## src/rtl/gray_pkg.sv

```systemverilog
// gray_pkg: shared constants and Gray-code helpers for the Gray counter
// and its Gray-to-binary decoder.
//   GRAY_W_DEFAULT : default counter width
//   GRAY_W_MAX     : widest supported count (helpers operate at this width;
//                    narrower values are zero-extended by the caller)
//   bin2gray       : binary -> Gray, g = b ^ (b >> 1)
//   gray2bin       : Gray -> binary, prefix XOR from the MSB down
package gray_pkg;

    localparam int GRAY_W_DEFAULT = 4;
    localparam int GRAY_W_MAX     = 16;

    function automatic logic [GRAY_W_MAX-1:0] bin2gray(input logic [GRAY_W_MAX-1:0] bin);
        return bin ^ (bin >> 1);
    endfunction

    // Each binary bit is the XOR of all Gray bits at and above it, so walk
    // down from the MSB carrying the running XOR.
    function automatic logic [GRAY_W_MAX-1:0] gray2bin(input logic [GRAY_W_MAX-1:0] gray);
        logic [GRAY_W_MAX-1:0] bin;
        bin[GRAY_W_MAX-1] = gray[GRAY_W_MAX-1];
        for (int i = GRAY_W_MAX - 2; i >= 0; i--) begin
            bin[i] = bin[i+1] ^ gray[i];
        end
        return bin;
    endfunction

endpackage

```

## src/rtl/gray_counter_bin_to_gray.sv

```systemverilog
// bin_to_gray: pure combinational binary-to-Gray encoder.
//   bin  : binary input value
//   gray : Gray encoding, gray[W-1] = bin[W-1], gray[i] = bin[i+1] ^ bin[i]
module bin_to_gray #(
    parameter int WIDTH = 4
) (
    input  logic [WIDTH-1:0] bin,
    output logic [WIDTH-1:0] gray
);

    assign gray = bin ^ (bin >> 1);

endmodule

```

## src/rtl/gray_counter.sv

```systemverilog
// gray_counter: up/down Gray-code counter with parallel binary load.
// Keeps a binary count and registers its Gray encoding on the same edge, so
// every enabled count step changes exactly one bit of g.
//   clk    : rising-edge clock
//   rst_n  : asynchronous active-low reset; release is synchronised inside
//   en     : count enable
//   up     : 1 = increment, 0 = decrement (used only when en = 1)
//   load   : parallel load strobe, overrides en
//   bin_in : binary value taken on load
//   b      : registered binary count
//   g      : registered Gray encoding of b
//   wrap   : one-cycle pulse after an up-rollover (all-ones -> 0) or a
//            down-rollover (0 -> all-ones)
module gray_counter
    import gray_pkg::*;
#(
    parameter int WIDTH = GRAY_W_DEFAULT
) (
    input  logic             clk,
    input  logic             rst_n,
    input  logic             en,
    input  logic             up,
    input  logic             load,
    input  logic [WIDTH-1:0] bin_in,
    output logic [WIDTH-1:0] b,
    output logic [WIDTH-1:0] g,
    output logic             wrap
);

    logic [1:0]       sync_q;
    logic             run;
    logic [WIDTH-1:0] next_b;
    logic [WIDTH-1:0] next_g;
    logic             next_wrap;

    // Reset deassertion synchroniser. Assertion clears both stages at once;
    // release shifts a 1 through. The count is allowed from the edge after
    // the first stage sets, so the first load/count lands on the second
    // rising edge after rst_n rises. The second stage keeps the run level
    // once the chain has settled.
    always_ff @(posedge clk or negedge rst_n) begin
        if (!rst_n) begin
            sync_q <= 2'b00;
        end else begin
            sync_q <= {sync_q[0], 1'b1};
        end
    end

    assign run = sync_q[0] | sync_q[1];

    // Next-state mux: load > en > hold. wrap is flagged from the current
    // count before it moves, so it lines up with the rollover edge.
    always_comb begin
        next_b    = b;
        next_wrap = 1'b0;
        if (run) begin
            if (load) begin
                next_b = bin_in;
            end else if (en) begin
                if (up) begin
                    next_b    = b + WIDTH'(1);
                    next_wrap = &b;
                end else begin
                    next_b    = b - WIDTH'(1);
                    next_wrap = ~|b;
                end
            end
        end
    end

    bin_to_gray #(
        .WIDTH (WIDTH)
    ) u_bin_to_gray (
        .bin  (next_b),
        .gray (next_g)
    );

    always_ff @(posedge clk or negedge rst_n) begin
        if (!rst_n) begin
            b    <= '0;
            g    <= '0;
            wrap <= 1'b0;
        end else begin
            b    <= next_b;
            g    <= next_g;
            wrap <= next_wrap;
        end
    end

endmodule

```

## config.mk

```make
export PLATFORM = sky130hd
export DESIGN_NAME = gray_counter
export DESIGN_NICKNAME = d
export VERILOG_FILES = /design/src/rtl/gray_pkg.sv /design/src/rtl/gray_counter_bin_to_gray.sv /design/src/rtl/gray_counter.sv
export SDC_FILE = /design/constraint.sdc
export NUM_CORES = 1
export LEC_CHECK = 0
export ABC_AREA = 1
export CORE_MARGIN = 4
export CORE_UTILIZATION = 44
export DETAILED_ROUTE_END_ITERATION = 6
export PLACE_DENSITY = 0.76
export SLEW_MARGIN = 10
export SYNTH_ARGS = -nofsm -noshare
export SYNTH_HDL_FRONTEND = slang
export SYNTH_SLANG_ARGS = --single-unit
```

## constraint.sdc

```tcl
create_clock -name clk -period 2.09 [get_ports clk]
set_input_delay 0.5225 -clock clk [delete_from_list [all_inputs] [get_ports clk]]
set_output_delay 0.5225 -clock clk [all_outputs]
set_load 0.05 [all_outputs]
```

==> flow_summary_export.csv <==
group,metric,value,unit
timing,setup_viol,0,
global_route,overflow,0,
cells_and_area,finalNetCount,105,
yosys,yosysMostFrequentCell,"nand2_1",
global_route,grt_pass1_wl,1932,um
cells_and_area,antenna_cells,0,
routing,wl_per_cell,10.87,um
worst_setup_path,critical_path_class,"reg2out",
yosys,synth_cell_types,24,
worst_setup_path,cp_slowest_cell,"clkdlybuf4s50_1",
yosys,synth_top_area_cell,"dfrtp_1",
pwr,ir_drop,0.0006645,V
timing,tightest_slew,510.2,ps
cells_and_area,post-route-util,62.88,%
worst_setup_path,ff2ff_path_depth,6,
hold_path,min_from,"sync_q[0]",
worst_setup_path,max_stage_delay,810,ps
floorplan,start_util,46.15,%
routing,drt_iter0_drc,4,
pwr,p_leak,0.4133,nW
global_route,grt_pass1_vias,440,
clock_tree,clkSinkCount,10,
floorplan,die-area,2020,um^2
job,maxCapViolations,0,
cells_and_area,final_cells,107,
routing,vias,499,
floorplan,core,1301,um^2
worst_setup_path,r2r_end,"g[1]",
clock_tree,htree_levels,1,
timing,hold_violations,0,
worst_setup_path,path_buf_inv,1,
worst_setup_path,cp.arrival,1450,ps
pwr,p_total,752.3,uW
timing,drv_slew,0,
placement,port_buffers,17,
pwr,power_density,919.4,nW/um^2
yosys,synthTopCellsByArea,"dfrtp_1 (42%), nand2_1 (9.4%), inv_1 (5.0%)",
timing,skew,2.342,ps
floorplan,ios,18,
timing,fmax,508.1,MHz
routing,viasPerCell,4.664,
global_route,grtUsageMet1,17.84,%
clock_tree,cts_buffers,3,
yosys,syn-cell-area,600.6,um^2
yosys,synth_edf_count,0,
clock_tree,clkLatencyLatePin,260,ps
global_route,grt_usage,13.40,%
yosys,synthArstFlopShare,100.0,%
floorplan,die-width,44.95,um
clock_tree,clk_pin_slew,60,ps
placement,post-place-ws,-150.7,ps
yosys,ys_warn_count,0,
timing,slew_headroom,65.88,%
clock_tree,max-clock-path-buffers,2,
yosys,ys_ff_latch,10,
worst_setup_path,startpoint_type,"register",
placement,gp_congestion,0.7277,
clock_tree,cts_resized,0,
yosys,synthCells,71,
routing,wl,1163,um
timing,rsz0062_at_grt,"false",
worst_setup_path,worstPathMaxFanout,3,
timing,finalWorstSetupSlack,121.9,ps
global_route,grt.busiest_layer,"met2",
cells_and_area,syn_to_final_growth,36.25,%
hold_path,hold_class,"reg2reg",
global_route,grt_max_degree,11,
worst_setup_path,crit_required,1570,ps
yosys,syn_nets,83,
placement,place_hpwl,972.8,um
clock_tree,root_buffer,"clkbuf_4",
global_route,grt_use_met2,20.06,%
clock_tree,cts_setup_buffers,0,
yosys,synth_top_area_share,41.67,%
hold_path,holdPathEnd,"sync_q[1]",
timing,period_minus_slack,1968,ps
worst_setup_path,crit_family,"buffers and inverters",
hold_path,holdPathStages,0,
worst_setup_path,r2r_start,"b[0]",
floorplan,die_h,44.95,um
yosys,synthTopCellsByCount,"nand2_1 (15), dfrtp_1 (10), inv_1 (8), nor2_1 (6), nand3_1 (5)",
yosys,syn_area_per_cell,8.459,um^2
routing,postRouteAntennaNets,0,
yosys,yosysSeqAreaShare,41.67,%
global_route,use_met3,6.773,%
floorplan,fp-row-count,13,
worst_setup_path,end_kind,"primary output",
yosys,synth_flop_cell,"dfrtp_1",
routing,drc,0,
clock_tree,cts_hold_buffers,0,
timing,finalCritPeriodShare,94.17,%
global_route,antenna_found_initial,0,
worst_setup_path,worst-r2r-setup-slack,350,ps
worst_setup_path,cp_cell_sequence,"clkdlybuf4s50_1",
placement,dp.cells,103,
outcome,status,"completed",
clock_tree,cts_tree,"yes",
cells_and_area,drive_above_1_share,20.65,%
routing,dr.pass1.iters,4,
-- kinds of logic after synthesis --
| family | after synthesis | synth area share (%) |
|---|---|---|
| buffers and inverters | 12 | 8.334 |
| adders and majority gates | 3 | 7.499 |
| xor gates and xnor gates | 3 | 4.376 |
| AOI/OAI and AO/OA | 9 | 11.67 |
| DFF | 10 | 41.67 |
| other | 1 | 0.6244 |
| and+or+nand+nor | 33 | 25.83 |
-- final cells by class --
cell class                      instances  area, um^2
Clock buffer                            4       36.28
Fill cell                             117       483.0
Inverter                               11       42.54
Multi-Input combinational cell         49       300.3
Sequential cell                        10       250.2
Tap cell                               15       18.77
Timing Repair Buffer                   18       170.2
-- sequential cells by signal, indices dropped and copies added (netlist names), named ones only --
| register | count |
|---|---|
| b | 3 |
| sync_q | 2 |
| wrap | 1 |
| g | 3 |
-- power by group --
part	switching [mW]	total (mW)	internal, mW
Combinational	0.218	0.335	0.117
Sequential	0.0242	0.249	0.225
Clock	0.0620	0.168	0.106
-- cell usage in the layout (no fill, tap or decap), types with 3 or more instances in the layout --
master,count
clkdlybuf4s50_1,12
nand2_1,15
a21oi_1,4
clkbuf_4,3
nand3_1,5
dfrtp_1,10
nor2_1,6
inv_1,8
buf_4,5
-- routing by layer --
metal  wire, um  part of all wire [%]  up-vias
li1           -                     -      263
met1        508                    44      221
met2        542                    47       15
met3        112                   9.6        0
met4          0                     0        0
met5          0                     0        -
-- worst register-to-register path: stages (launching register included) --
cell and delay [ps]:
dfrtp_1 470, inv_1 100, fa_1 430, xnor2_1 130
o21ai_1 230, a21oi_4 110, xor2_1 150
-- worst max-delay path by stage --
stage          from   end  slack, ps  cells past startpoint
4_1_cts        b[1]  b[1]        110                      1
6_report       b[1]  b[1]        120                      1
3_3_place_gp     up  g[2]       -100                     12
5_1_grt        b[1]  b[1]         70                      1
2_1_floorplan  b[0]  g[1]        150                      6
3_5_place_dp     up  g[2]       -150                     12
-- stage by stage --
stage | hold slack, ps | area (um^2) | TNS, ps
final | 437.1 | 818.3 | 0
after global placement | 413.8 | 779.5 | -153.1
after detailed placement | 432.3 | 779.5 | -274.1
after CTS | 436.2 | 815.8 | 0
after floorplan | 226.9 | 600.6 | 0
after global routing | 446.2 | 818.3 | 0
No activity file was read; power rests on OpenSTA's default activity.
